### src/rtl/giraffe_pkg.sv
// giraffe_pkg: shared constants, state encodings and baud helper for the ADC test link UARTs.
//  CMD_HDR / OP_*   : command packet header byte and opcodes
//  rx_state_t       : byte receiver states (R_PARITY only with UART_PARITY_EN)
//  pkt_state_t      : command packet parser states
//  bit_cyc()        : clock cycles per UART bit
package giraffe_pkg;
  localparam logic [7:0] CMD_HDR    = 8'hA5;
  localparam logic [7:0] OP_START   = 8'h01;
  localparam logic [7:0] OP_SET_N   = 8'h02;
  localparam logic [7:0] OP_CALIB   = 8'h03;
  localparam logic [7:0] OP_SOFTRST = 8'h04;
  typedef enum logic [2:0] {
    R_IDLE,
    R_START,
    R_DATA,
`ifdef UART_PARITY_EN
    R_PARITY,
`endif
    R_STOP
  } rx_state_t;
  typedef enum logic [2:0] {P_HDR, P_OP, P_AH, P_AL, P_SUM} pkt_state_t;
  function automatic int bit_cyc(input int freq, input int baud);
    return freq / baud;
  endfunction
endpackage

### src/rtl/uart_rx.sv
// uart_rx: 2-FF synchronised UART byte receiver, 8N1 (8E1 when UART_PARITY_EN is defined).
//  clk_50M   in  system clock
//  nrst      in  async active-low reset
//  rx        in  asynchronous serial line, idle high
//  rdata     out last good byte
//  rvalid    out 1-cycle pulse, rdata updated
//  frame_err out 1-cycle pulse, bad stop bit or parity
module uart_rx
  import giraffe_pkg::*;
#(
  parameter int FREQ     = 50_000_000,
  parameter int BAUDRATE = 115200,
  parameter int N_data   = 8
) (
  input  logic       clk_50M,
  input  logic       nrst,
  input  logic       rx,
  output logic [7:0] rdata,
  output logic       rvalid,
  output logic       frame_err
);
  localparam int BIT_CYC = bit_cyc(FREQ, BAUDRATE);
  localparam int HALF = BIT_CYC / 2;
  localparam int CW = $clog2(BIT_CYC + 1);
`ifdef UART_PARITY_EN
  localparam rx_state_t AFTER_DATA = R_PARITY;
`else
  localparam rx_state_t AFTER_DATA = R_STOP;
`endif
  rx_state_t state_q, state_d;
  logic [2:0] sync_q, sync_d;
  logic [CW-1:0] cnt_q, cnt_d;
  logic [2:0] bit_q, bit_d;
  logic [7:0] sh_q, sh_d, rdata_q, rdata_d;
  logic rvalid_q, rvalid_d, ferr_q, ferr_d;
  logic rxs, fall, tick_half, tick_bit, last_bit, stop_at, perr;
  assign rxs       = sync_q[1];
  assign fall      = sync_q[2] & ~sync_q[1];
  assign tick_half = cnt_q == CW'(HALF - 1);
  assign tick_bit  = cnt_q == CW'(BIT_CYC - 1);
  assign last_bit  = bit_q == 3'(N_data - 1);
  // after a bad stop bit the counter parks at BIT_CYC until the line returns high
  assign stop_at   = cnt_q >= CW'(BIT_CYC - 1);
`ifdef UART_PARITY_EN
  logic perr_q, perr_d;
  assign perr = perr_q;
`else
  assign perr = 1'b0;
`endif
  always_ff @(posedge clk_50M or negedge nrst)
    if (!nrst) begin
      state_q  <= R_IDLE;
      sync_q   <= 3'b111;
      cnt_q    <= '0;
      bit_q    <= '0;
      sh_q     <= '0;
      rdata_q  <= '0;
      rvalid_q <= 1'b0;
      ferr_q   <= 1'b0;
`ifdef UART_PARITY_EN
      perr_q   <= 1'b0;
`endif
    end else begin
      state_q  <= state_d;
      sync_q   <= sync_d;
      cnt_q    <= cnt_d;
      bit_q    <= bit_d;
      sh_q     <= sh_d;
      rdata_q  <= rdata_d;
      rvalid_q <= rvalid_d;
      ferr_q   <= ferr_d;
`ifdef UART_PARITY_EN
      perr_q   <= perr_d;
`endif
    end
  always_comb begin
    state_d = state_q;
    case (state_q)
      R_IDLE:   state_d = fall ? R_START : R_IDLE;
      R_START:  state_d = !tick_half ? R_START : rxs ? R_IDLE : R_DATA;
      R_DATA:   state_d = tick_bit && last_bit ? AFTER_DATA : R_DATA;
`ifdef UART_PARITY_EN
      R_PARITY: state_d = tick_bit ? R_STOP : R_PARITY;
`endif
      R_STOP:   state_d = stop_at && rxs ? R_IDLE : R_STOP;
      default:  state_d = R_IDLE;
    endcase
  end
  always_comb begin
    sync_d   = {sync_q[1:0], rx};
    cnt_d    = (state_q == R_IDLE || (state_q == R_START && tick_half) ||
                (state_q != R_STOP && tick_bit)) ? '0 :
               (state_q == R_STOP && cnt_q == CW'(BIT_CYC)) ? cnt_q : cnt_q + CW'(1);
    bit_d    = state_q == R_IDLE ? '0 : (state_q == R_DATA && tick_bit) ? bit_q + 3'd1 : bit_q;
    sh_d     = (state_q == R_DATA && tick_bit) ? {rxs, sh_q[7:1]} : sh_q;
    rvalid_d = state_q == R_STOP && tick_bit && rxs && !perr;
    ferr_d   = state_q == R_STOP && tick_bit && (!rxs || perr);
    rdata_d  = rvalid_d ? sh_q : rdata_q;
`ifdef UART_PARITY_EN
    perr_d   = state_q == R_IDLE ? 1'b0 :
               (state_q == R_PARITY && tick_bit) ? rxs ^ (^sh_q) : perr_q;
`endif
  end
  assign rdata     = rdata_q;
  assign rvalid    = rvalid_q;
  assign frame_err = ferr_q;
endmodule

### src/rtl/uart_cmd_rx.sv
// uart_cmd_rx: UART receiver plus 5-byte command decoder (A5 | OP | ARG_H | ARG_L | OP^ARG_H^ARG_L).
// Optional even parity framing with UART_PARITY_EN.
//  clk_50M     in  system clock
//  nrst        in  async active-low reset
//  rx          in  UART line from PC
//  rdata       out last received byte          rvalid    out byte pulse
//  frame_err   out framing/parity error pulse  cmd_start out START pulse
//  cmd_softrst out SOFTRST pulse               calib_ena out CALIB level
//  num_sampled out SET_N level                 cmd_err   out command error pulse
//  busy        out packet partially received
module uart_cmd_rx
  import giraffe_pkg::*;
#(
  parameter int BAUDRATE      = 115200,
  parameter int FREQ          = 50_000_000,
  parameter int N_data        = 8,
  parameter int NUM_SAMP_DEF  = 4096,
  parameter int NUM_SAMP_MAX  = 4096,
  parameter int TIMEOUT_BYTES = 4
) (
  input  logic        clk_50M,
  input  logic        nrst,
  input  logic        rx,
  output logic [7:0]  rdata,
  output logic        rvalid,
  output logic        frame_err,
  output logic        cmd_start,
  output logic        cmd_softrst,
  output logic        calib_ena,
  output logic [15:0] num_sampled,
  output logic        cmd_err,
  output logic        busy
);
  localparam int TMO = TIMEOUT_BYTES * 10 * bit_cyc(FREQ, BAUDRATE);
  localparam int TW = $clog2(TMO + 1);
  logic [7:0] rx_byte;
  logic rx_vld, rx_ferr;
  uart_rx #(.FREQ(FREQ), .BAUDRATE(BAUDRATE), .N_data(N_data)) u_rx (
    .clk_50M,
    .nrst,
    .rx,
    .rdata(rx_byte),
    .rvalid(rx_vld),
    .frame_err(rx_ferr)
  );
  pkt_state_t state_q, state_d;
  logic [7:0] op_q, op_d, ah_q, ah_d, al_q, al_d;
  logic [TW-1:0] tmo_q, tmo_d;
  logic [15:0] num_q, num_d, arg;
  logic calib_q, calib_d, start_q, start_d, soft_q, soft_d, err_q, err_d;
  logic in_pkt, tmo_hit, ferr_abort, sum_ev, sum_ok, exec, set_ok, op_ok;
  assign in_pkt     = state_q != P_HDR;
  // a byte arriving or a framing abort in the same cycle wins over the timeout
  assign tmo_hit    = in_pkt && !rx_vld && !rx_ferr && tmo_q == TW'(TMO - 1);
  assign ferr_abort = in_pkt && rx_ferr;
  assign sum_ev     = state_q == P_SUM && rx_vld;
  assign sum_ok     = rx_byte == (op_q ^ ah_q ^ al_q);
  assign exec       = sum_ev && sum_ok;
  assign arg        = {ah_q, al_q};
  assign set_ok     = arg != 16'd0 && arg <= 16'(NUM_SAMP_MAX);
  assign op_ok      = op_q inside {OP_START, OP_SOFTRST, OP_CALIB} || (op_q == OP_SET_N && set_ok);
  always_ff @(posedge clk_50M or negedge nrst)
    if (!nrst) begin
      state_q <= P_HDR;
      op_q    <= '0;
      ah_q    <= '0;
      al_q    <= '0;
      tmo_q   <= '0;
      num_q   <= 16'(NUM_SAMP_DEF);
      calib_q <= 1'b0;
      start_q <= 1'b0;
      soft_q  <= 1'b0;
      err_q   <= 1'b0;
    end else begin
      state_q <= state_d;
      op_q    <= op_d;
      ah_q    <= ah_d;
      al_q    <= al_d;
      tmo_q   <= tmo_d;
      num_q   <= num_d;
      calib_q <= calib_d;
      start_q <= start_d;
      soft_q  <= soft_d;
      err_q   <= err_d;
    end
  always_comb begin
    state_d = state_q;
    if (ferr_abort || tmo_hit) state_d = P_HDR;
    else if (rx_vld)
      case (state_q)
        P_HDR:   state_d = rx_byte == CMD_HDR ? P_OP : P_HDR;
        P_OP:    state_d = P_AH;
        P_AH:    state_d = P_AL;
        P_AL:    state_d = P_SUM;
        default: state_d = P_HDR;
      endcase
  end
  always_comb begin
    op_d    = (state_q == P_OP && rx_vld) ? rx_byte : op_q;
    ah_d    = (state_q == P_AH && rx_vld) ? rx_byte : ah_q;
    al_d    = (state_q == P_AL && rx_vld) ? rx_byte : al_q;
    tmo_d   = (!in_pkt || rx_vld) ? '0 : tmo_q + TW'(1);
    start_d = exec && op_q == OP_START;
    soft_d  = exec && op_q == OP_SOFTRST;
    num_d   = (exec && op_q == OP_SET_N && set_ok) ? arg : num_q;
    calib_d = (exec && op_q == OP_CALIB) ? al_q[0] : calib_q;
    err_d   = tmo_hit || (sum_ev && !(sum_ok && op_ok));
  end
  assign rdata       = rx_byte;
  assign rvalid      = rx_vld;
  assign frame_err   = rx_ferr;
  assign cmd_start   = start_q;
  assign cmd_softrst = soft_q;
  assign calib_ena   = calib_q;
  assign num_sampled = num_q;
  // a framing error inside a packet is reported in the same cycle it is seen
  assign cmd_err     = err_q | ferr_abort;
  assign busy        = in_pkt;
endmodule
### config.mk
export PLATFORM = sky130hd
export DESIGN_NAME = uart_cmd_rx
export DESIGN_NICKNAME = d
export VERILOG_FILES = /design/src/rtl/giraffe_pkg.sv /design/src/rtl/uart_rx.sv /design/src/rtl/uart_cmd_rx.sv
export SDC_FILE = /design/constraint.sdc
export NUM_CORES = 1
export LEC_CHECK = 0
export BUFFER_PORTS_ARGS = -buffer_cell sky130_fd_sc_hd__buf_2
export CAP_MARGIN = 20
export CORE_MARGIN = 2
export CORE_UTILIZATION = 54
export CTS_CLUSTER_DIAMETER = 200
export DETAILED_ROUTE_END_ITERATION = 6
export PLACE_DENSITY = 0.76
export SETUP_SLACK_MARGIN = 0.15
export SLEW_MARGIN = 10
export SYNTH_ARGS = -nofsm -noshare
export SYNTH_HDL_FRONTEND = slang
export SYNTH_SLANG_ARGS = --single-unit
### constraint.sdc
create_clock -name clk_50M -period 2.5 [get_ports clk_50M]
set_input_delay 0.125 -clock clk_50M [delete_from_list [all_inputs] [get_ports clk_50M]]
set_output_delay 0.125 -clock clk_50M [all_outputs]
set_load 0.01 [all_outputs]
== After elaboration in Yosys (flattened, before gate mapping) ==
Index checks and enable logic that the tools add are counted.
Word-level totals
  logic and storage cells: 108
  register bits: 98
Cells by class
  $lt $le $gt $ge: 2
  add/subtract/negate cells: 3
  bitwise logic cells: 5
  multiplexer cells: 15
  equality and inequality tests: 20
  reduce and logical (&&, ||, !) cells: 45
Operator list (number)
  1-bit logical AND: 27
  3-bit one-hot mux with 4 select lines: 2
  9-bit == test (second input constant): 2
  9-bit 2-to-1 mux: 2
  8-bit by 2-bit == test with 1-bit output (second input constant): 2
  16-bit by 13-bit <= comparator with 1-bit output (second input constant): 1
  16-bit nonzero test: 1
  8-bit XOR: 2
  15-bit by 1-bit adder with 15-bit output (second input constant): 1
  15-bit == test (second input constant): 1
  15-bit 2-to-1 mux: 1
  3-bit 2-to-1 mux: 5
  3-bit by 2-bit == test with 1-bit output (second input constant): 4
  9-bit by 1-bit adder with 9-bit output (second input constant): 1
  9-bit by 8-bit == test with 1-bit output (second input constant): 1
  9-bit >= comparator (second input constant): 1
  8-bit by 1-bit == test with 1-bit output (second input constant): 1
  8-bit by 3-bit == test with 1-bit output (second input constant): 1
  8-bit == test: 1
  8-bit == test (second input constant): 1
  3-bit by 1-bit == test with 1-bit output (second input constant): 2
  3-bit == test (second input constant): 2
  3-bit logical NOT: 2
  1-bit logical OR: 6
  other kinds (11): 20

== Depth between registers and ports, before layout ==
Gate-level depths: netlist (run 1).
  word-level depth: 8
  mapped depth: 7
  mapped depth without buffers: 7

== Hierarchy ==
A second synthesis (run 1) with hierarchy kept.
Unflattened totals
  cells, all modules: 361
  area, all modules: 4505.6 sq um
By module, submodules not included
  uart_cmd_rx: cells each 235, times used 1, area an instance 2919.0 sq um
  uart_rx: cells each 126, times used 1, area an instance 1586.5 sq um

== Worst setup path after synthesis (run 1) ==
Ideal clock, no wire load.
  kind: register -> register
  start point: reg op_q[3]
  end point: reg num_q[10], in the netlist num_sampled[10]
  clock period less this slack: 2.300 ns
  arrival time: 2.175 ns
  setup slack: 0.200 ns
  setup time: 0.125 ns
  cell stages (with the launch flop): 7
  cell sequence: dfrtp_1 -> or4_4 -> nor4_1 -> mux2i_1 -> nor4_4 -> buf_6 -> mux2_4
On the way
  word-level cells in the longest chain between the ends: 6
  elaborated cells between the ends (all ways): 7
  classes of those cells: eq/ne: 2; bitwise: 2; reduce/logical: 3
RTL lines
  start, declared: RTL line uart_cmd_rx.sv:47  | logic [7:0] op_q, op_d, ah_q, ah_d, al_q, al_d;
  start signal, assigned: RTL line uart_cmd_rx.sv:76  | op_q <= op_d;
  8-bit XOR (2 in series): RTL line uart_cmd_rx.sv:57  | assign sum_ok = rx_byte == (op_q ^ ah_q ^ al_q);
  8-bit == test: RTL line uart_cmd_rx.sv:57
  1-bit logical AND: RTL line uart_cmd_rx.sv:58  | assign exec = sum_ev && sum_ok;
  1-bit logical AND * (2 in series): RTL line uart_cmd_rx.sv:105  | num_d = (exec && op_q == OP_SET_N && set_ok) ? arg : num_q;
  end signal, assigned: RTL line uart_cmd_rx.sv:69  | num_q <= 16'(NUM_SAMP_DEF);
  end signal, assigned: RTL line uart_cmd_rx.sv:80  | num_q <= num_d;
  end, declared: RTL line uart_cmd_rx.sv:49  | logic [15:0] num_q, num_d, arg;
Every way passes the cells marked *; elsewhere a longest branch is shown, timed or not.
A chain may end at the register's enable or synchronous reset.

== Worst setup path in the final report (run 1) ==
  start point: reg op_q[2]
  end point: reg num_q[6], in the netlist num_sampled[6]
The elaborated chain is that of the path after synthesis.

==> flow_metrics.tcl, run 1 <==
set metrics [dict create \
    fp.dieH_um 95.0 \
    grt_max_degree 54 \
    drt_first_pass_iters 4 \
    final_common_cell "dfrtp_1" \
    final_cell_mix "93 x dfrtp_1, 48 x mux2_2, 33 x nor2_1" \
    fmax_ghz 0.420 \
    antenna_found_initial 0 \
    ys_types 46 \
    critPathMaxFanout 7 \
    period_share_pct 95.3 \
    vdd.ir_drop.worst_uv 397 \
    numCtsBuffers 9 \
    drt_iter0_drc 118 \
    htreeDepth 3 \
    cp_slowest_cell "or4_4" \
    final-seq-area_sq_um 2430 \
    crit_chain "or4_4 > nor4_2 > mux2i_2 > nor4_4 > buf_4 > mux2_4" \
    slowest_delay_ps 590 \
    setup_viol 0 \
    slew_violations 0 \
    power_density_nw_per_um2 594 \
    seq_area_frac_synth_pct 54.4 \
    cts.sink_count 97 \
    crit_family "simple AND/OR/NAND/NOR gates" \
    worst_hold_path_type "in -> async" \
    dp_hpwl_um 5940 \
    rsz0062_at_grt "true" \
    fin_skew_ps 8.28 \
    rr_startpoint "op_q[2]" \
    numPortBuffers 33 \
    synth_ff_type "dfrtp_1" \
    routedWlPerCell_um 16.0 \
    setup_tns_ps 0 \
    vias 2919 \
    synth_cells 365 \
    cts_buffer_depth 2 \
    start_util_pct 54.9 \
    setup.worst_path.start "op_q[2]" \
    overflow 0 \
    crit_buf_inv 1 \
    drive_gt1_share_pct 31.8 \
    ios 34 \
    layout_min_cycle_time_ps 2380 \
    cts-root-buf "clkbuf_8" \
    cp.arrival_ps 2640 \
    synth_nets 375 \
    power_leakage_nw 2.48 \
    async_reset_ff_share_pct 100 \
    diodes 0 \
    row_count 33 \
    ys_warn_count 0 \
    cts_tree "built" \
    routed_wl_um 8470 \
    syn_to_final_growth_pct 15.4 \
    nFillCells 638 \
    clk_latency_ps 360 \
    required_ps 2750 \
    ys_ff_latch 97 \
    fin_ws_ps 116 \
    core_sq_um 8130 \
    place_congestion 0.885 \
    netlist_area_sq_um 4470 \
    path_class "reg -> reg" \
    cap_viol_max_count 0 \
    worst_slew_pin_slew_ps 659 \
    synth_edf_count 0 \
    max_slew_margin_pct 56.1 \
    drt-vias-per-instance 5.52 \
    outcome "finished, final reports clean" \
    end_kind "flip-flop" \
    fp.dieW_um 95.0 \
    grt_pass1_vias 2827 \
    startpoint_type "flip-flop" \
    clk_pin_slew_worst_paths_ps 90 \
    grt_pass1_wl_um 13900 \
    drt_drc_violations_left 0 \
    hold_violations 0 \
    die-area_sq_um 9020 \
    syn_area_per_cell_sq_um 12.2 \
    grtUsageTotal_pct 20.4 \
    dp_slack_ps 155 \
    nets 429 \
    multi_input_area_sq_um 2010 \
    postRouteAntennaNets 0 \
]
==> per-stage QoR <==
stage	total power [mW]	util, %	cells	hold slack (ps)	cell area [sq um]
floorplan	1.82	-	365	-171	4470
global placement	1.89	59.6	509	194	4850
detailed placement	1.91	59.6	509	205	4850
CTS	3.09	62.8	527	345	5110
global route	3.19	63.4	529	369	5150
finish	3.06	63.4	529	325	5150
==> timing repair <==
item,4_1_cts,5_1_grt
pin swaps,0,1
hold buffers,2,0
hold endpoints to repair,49,0
buffers inserted,0,1
setup endpoints to repair,6,14
resized for setup,1,8
cloned,0,1
==> sequential cells by signal, indices dropped and copies added (netlist names), 8 cells and up <==
register     flops
al_q             8
u_rx.sh_q        8
tmo_q           15
op_q             8
u_rx.cnt_q       9
u_rx.rdata       8
ah_q             8
num_sampled     16
==> power by group <==
| part | total (mW) | switching, mW | leakage, nW | internal [mW] |
|---|---|---|---|---|
| clock network | 1.19 | 0.522 | 0.118 | 0.666 |
| logic | 0.196 | 0.110 | 1.03 | 0.0862 |
| registers | 1.68 | 0.0660 | 1.33 | 1.61 |
| total | 3.06 | 0.698 | 2.48 | 2.36 |
==> final timing paths <==
path | depth (start not counted) | slack, ps | end
min in group clk_50M | 0 | 360 | u_rx.sync_q[1]
worst min register to register | 0 | 360 | u_rx.sync_q[1]
max in group asynchronous | 3 | 1500 | al_q[5]
worst max register to register | 6 | 120 | num_sampled[6]
worst min-delay path | 2 | 320 | u_rx.sh_q[1]
worst max-delay path | 6 | 120 | num_sampled[6]
==> routing by layer <==
metal / vias up / track usage, % / wire [um]
li1: 1401 / - / -
met1: 1460 / 28.9 / 4110
met2: 47 / 30.2 / 3950
met3: 11 / 5.59 / 268
met4: 0 / 7.97 / 146
met5: - / 0 / 0
==> cell families after synthesis <==
| logic type | synth area share (%) |
|---|---|
| AOI/OAI and AO/OA | 3.81 |
| xor gates and xnor gates | 8.43 |
| adders and majority gates | 1.96 |
| buffers and inverters | 1.43 |
| DFF | 54.4 |
| muxes | 14.9 |
| and+or+nand+nor | 15.0 |
==> synthesized netlist by cell type (all sizes together) (6+ instances only) <==
library cell | n | area (sq um)
dfrtp | 93 | 2330
mux2 | 55 | 646
nor2 | 33 | 124
xnor2 | 31 | 272
nand3 | 14 | 70.1
nand2 | 12 | 45.0
xor2 | 12 | 105
nor4 | 11 | 83.8
clkbuf | 7 | 26.3
ha | 7 | 87.6
inv | 7 | 26.3
nor2b | 7 | 43.8
o21ai | 7 | 35.0
nor3 | 6 | 30.0
==> final cells by class <==
| type | instances | share of cell area (%) |
|---|---|---|
| clock buffer | 11 | 2.55 |
| clock inverter | 5 | 2.01 |
| inverter | 7 | 0.510 |
| multi-input combinational | 253 | 38.9 |
| sequential | 97 | 47.2 |
| tap | 105 | 2.55 |
| timing repair buffer | 51 | 6.29 |
Power figures use the tool's default switching activity.
==> run 2, diff against run 1 <==
PLACE_DENSITY = 0.77   (was 0.76)
==> flow_metrics.tcl, run 2 (synthesis gave the netlist of run 1 again) <==
set metrics [dict create \
    nFillCells 643 \
    postRouteAntennaNets 0 \
    dp_hpwl_um 5940 \
    power_density_nw_per_um2 557 \
    layout_min_cycle_time_ps 2430 \
    cts_buffer_depth 2 \
    setup_viol 0 \
    ios 34 \
    cap_viol_max_count 0 \
    numPortBuffers 33 \
    outcome "finished, final reports clean" \
    startpoint_type "flip-flop" \
    end_kind "flip-flop" \
    required_ps 2760 \
    worstReg2RegEnd "num_sampled[7]" \
    max_slew_margin_pct 35.8 \
    routed_wl_um 8640 \
    drt_iter0_drc 166 \
    largest_reg_flops 16 \
    die-area_sq_um 9020 \
    place_congestion 0.877 \
    hold_violations 0 \
    post-route-util_pct 63.8 \
    r2r_cells 6 \
    vias 2985 \
    grt_pass1_vias 2749 \
    start_util_pct 54.9 \
    cts-root-buf "clkbuf_8" \
    row_count 33 \
    cp.arrival_ps 2690 \
    routedWlPerCell_um 16.1 \
    final_common_cell "dfrtp_1" \
    cp-endpoint "num_sampled[7]" \
    core_sq_um 8130 \
    fp.dieW_um 95.0 \
    grtUsageTotal_pct 20.3 \
    worst_hold_path_type "reg -> reg" \
    syn_to_final_growth_pct 16.1 \
    period_share_pct 97.1 \
    numCtsBuffers 9 \
    path_class "reg -> reg" \
    htreeDepth 3 \
    rr_startpoint "ah_q[7]" \
    fp.dieH_um 95.0 \
    fmax_ghz 0.412 \
    overflow 0 \
    slew_violations 0 \
    clk_latency_ps 370 \
    drt_first_pass_iters 4 \
    cts.sink_count 97 \
    setup_tns_ps 0 \
    rsz0062_at_grt "true" \
    clk_pin_slew_worst_paths_ps 90 \
    grt_max_degree 80 \
    final_cell_mix "89 x dfrtp_1, 42 x mux2_2, 32 x nor2_1, 32 x buf_2, 31 x xnor2_1" \
    reg2reg_slack_ps 70 \
    diodes 0 \
    grt_pass1_wl_um 14000 \
    power_leakage_nw 2.49 \
    drt-vias-per-instance 5.58 \
    antenna_found_initial 0 \
    critPathMaxFanout 8 \
    vdd.ir_drop.worst_uv 475 \
    nets 435 \
    cts_tree "built" \
    drive_gt1_share_pct 34.0 \
    fin_skew_ps 9.92 \
    drt_drc_violations_left 0 \
    worst_slew_pin_slew_ps 963 \
    setup.worst_path.start "ah_q[7]" \
]
==> run 2: layer usage <==
layer | vias to the layer above | track usage (%) | share of wire [%]
met5 | - | 0 | 0
met4 | 0 | 7.85 | 1.7
met1 | 1504 | 31.6 | 48
met2 | 56 | 28.7 | 47
li1 | 1411 | - | -
met3 | 14 | 2.95 | 4.2
==> run 2: critical path, stage by stage (launching register included) <==
cell	delay, ps
dfrtp_1	420
or4_4	590
nor4_4	290
mux2i_2	140
nor4_4	370
buf_6	210
mux2_4	310
==> run 2: worst min-delay path by stage <==
stage,startpoint,end,cells after the start
after global routing,u_rx.sync_q[0],u_rx.sync_q[1],0
after detailed placement,rx,u_rx.sync_q[0],1
after floorplan,nrst,ah_q[0],0
final,u_rx.sync_q[0],u_rx.sync_q[1],0
after CTS,u_rx.sync_q[0],u_rx.sync_q[1],0
after global placement,rx,u_rx.sync_q[0],1
==> run 2: cell type report <==
cell class	instances	area, sq um	area share, %
timing repair buffer	57	360	6.95
tap	105	131	2.53
clock buffer	11	141	2.73
sequential	97	2440	47.0
inverter	7	26.3	0.507
multi-input combinational	253	2030	39.2
clock inverter	5	56.3	1.09
==> run 2: timing repair <==
item                                    in CTS  in global routing
hold buffers                                 2                  0
endpoints found under the setup margin       0                 21
gates resized for setup                      0                 19
setup buffers                                0                  7
endpoints found under the hold margin       74                  0
==> run 2: per-stage QoR <==
| step | instances | setup WS, ps | hold slack (ps) | power (mW) | cell area, sq um |
|---|---|---|---|---|---|
| global route | 535 | 3.42 | 372 | 3.03 | 5190 |
| CTS | 528 | 163 | 366 | 2.91 | 5060 |
| floorplan | 365 | 200 | -171 | 1.82 | 4470 |
| detailed placement | 510 | 196 | 232 | 1.91 | 4840 |
| finish | 535 | 72.2 | 362 | 2.89 | 5190 |
| global placement | 510 | 239 | 232 | 1.89 | 4840 |
==> run 2: power by group <==
group | switching [mW] | internal, mW
sequential | 0.0686 | 1.61
clock | 0.526 | 0.488
combinational | 0.108 | 0.0845
==> run 3, diff against run 2 <==
ABC_AREA = 1   (was unset)
CORE_UTILIZATION = 55   (was 54)
PLACE_DENSITY = 0.78   (was 0.77)
==> flow_metrics.tcl, run 3 <==
set metrics [dict create \
    outcome "finished, final reports clean" \
    post-route-cell-area_sq_um 5400 \
    cpMostUsedCell "nand2_1" \
    crit_chain "nor3_1 > nand2_1 > nor2_1 > nand2_1 > nor2_4 > nand4_4 > nand2_1 > nand2_1" \
    layout_min_cycle_time_ps 1910 \
    final_common_cell "nand2_1" \
    nets 674 \
    grtUsageTotal_pct 21.5 \
    diodes 0 \
    rsz0062_at_grt "false" \
    postRouteAntennaNets 0 \
    fmax_ghz 0.524 \
    grt_pass1_vias 3683 \
    fp.dieW_um 98.5 \
    synth_area_leaders "dfrtp_1 47%, nand2_1 15%, inv_1 6.3%" \
    synth_commonest_cells "201 x nand2_1, 93 x dfrtp_1, 83 x inv_1, 63 x nor2_1, 42 x o21ai_0" \
    power_leakage_nw 2.76 \
    core_sq_um 8680 \
    synth_top_area_share_pct 47.4 \
    hold_violations 0 \
    cp.arrival_ps 2150 \
    seq_area_frac_synth_pct 49.5 \
    fp.dieH_um 98.5 \
    final_cell_mix "201 x nand2_1, 93 x dfrtp_1, 83 x inv_1" \
    row_count 34 \
    ctsResizeCount 0 \
    cap_viol_max_count 0 \
    required_ps 2750 \
    vias 3961 \
    cts_buffer_depth 2 \
    cts_tree "built" \
    path_class "reg -> reg" \
    power_density_nw_per_um2 536 \
    ys_types 36 \
    fin_skew_ps 9.26 \
    numPortBuffers 33 \
    vdd.ir_drop.worst_uv 396 \
    async_reset_ff_share_pct 100 \
    synth_ff_type "dfrtp_1" \
    worst_slew_pin_slew_ps 689 \
    routed_wl_um 9510 \
    place_area_sq_um 5190 \
    drt_iter0_drc 227 \
    post_cts_buffers 0 \
    place_congestion 0.907 \
    ios 34 \
    cts.sink_count 97 \
    ys_warn_count 0 \
    cts-root-buf "clkbuf_8" \
    final-seq-area_sq_um 2430 \
    drt-vias-per-instance 5.10 \
    dp_hpwl_um 7150 \
    nFillCells 782 \
    start_util_pct 56.6 \
    netlist_area_sq_um 4910 \
    synth_cells 624 \
    synth_edf_count 0 \
    yosysMostFrequentCell "nand2_1" \
    grt_max_degree 67 \
    clk_latency_ps 360 \
    startpoint_type "flip-flop" \
    clk_pin_slew_worst_paths_ps 90 \
    syn_to_final_growth_pct 10.0 \
    largest_reg_flops 16 \
    cp_slowest_cell "dfrtp_1" \
    overflow 0 \
    setup_viol 0 \
    slew_violations 0 \
    die-area_sq_um 9700 \
    worst_hold_path_type "in -> async" \
    slowest_delay_ps 420 \
    synth_nets 634 \
    htreeDepth 3 \
    antenna_found_initial 0 \
    critPathMaxFanout 14 \
    routedWlPerCell_um 12.2 \
    numCtsBuffers 9 \
    synth_top_area_cell "dfrtp_1" \
    period_share_pct 76.3 \
    cts_hold_buf 2 \
    drt_drc_violations_left 0 \
    grt_pass1_wl_um 17000 \
    multi_input_area_sq_um 2090 \
    ys_ff_latch 97 \
    end_kind "flip-flop" \
    drt_first_pass_iters 4 \
    syn_area_per_cell_sq_um 7.87 \
    drive_gt1_share_pct 11.7 \
    setup_tns_ps 0 \
    max_slew_margin_pct 53.9 \
]
-- run 3: routing by layer --
metal	share of wire, %	track usage, %
met3	3.6	2.98
met5	0	0
met4	1.7	8.64
met2	46	33.2
met1	49	30.9
-- run 3: path summary, 6_finish.rpt --
kind | from | slack [ps] | cells past startpoint | endpoint
setup / recovery | ah_q[5] | 590 | 8 | num_sampled[2]
hold / removal | nrst | 230 | 2 | tmo_q[10]
setup reg to reg | ah_q[5] | 590 | 8 | num_sampled[2]
hold reg to reg | u_rx.sync_q[0] | 360 | 0 | u_rx.sync_q[1]
max in group asynchronous | nrst | 1580 | 3 | num_sampled[12]
min in group clk_50M | u_rx.sync_q[0] | 360 | 0 | u_rx.sync_q[1]
-- run 3: cell families (layout without fill, tap and decap cells) --
family	Yosys count	after routing	share of synthesized area, %
DFF	97	97	49.5
and+or+nand+nor	342	342	31.1
buffers and inverters	96	141	7.98
xor gates and xnor gates	11	11	1.96
adders and majority gates	7	7	1.78
AOI/OAI and AO/OA	71	71	7.62
-- run 3: report_power, final --
group          internal, mW  switching (mW)  leakage, nW
logic                0.0785           0.141         1.33
clock network         0.489           0.521        0.103
registers              1.62          0.0523         1.33
-- run 3: cell type report --
class	count	share of cell area, %
flip-flops and latches	97	45.0
clock inverters	5	0.996
well taps	108	2.50
multi-input cells	431	38.6
inverters	86	5.98
clock buffers	11	2.62
repair buffers	39	4.26
-- run 3: stage by stage --
stage	std cells	utilization (%)	hold slack (ps)	worst slack [ps]	power, mW
after floorplan	624	-	-171	975	1.84
after global placement	759	59.8	87.5	635	1.91
after detailed placement	759	59.8	90.1	614	1.92
after CTS	777	62.2	245	599	2.94
after global routing	777	62.2	286	378	3.04
final	777	62.2	233	593	2.90
-- run 3: worst max-delay path: cells and delay by family (launching register included) --
kind	cells	cell delay, ps
flip-flops	1	420
AND/OR/NAND/NOR	8	1370
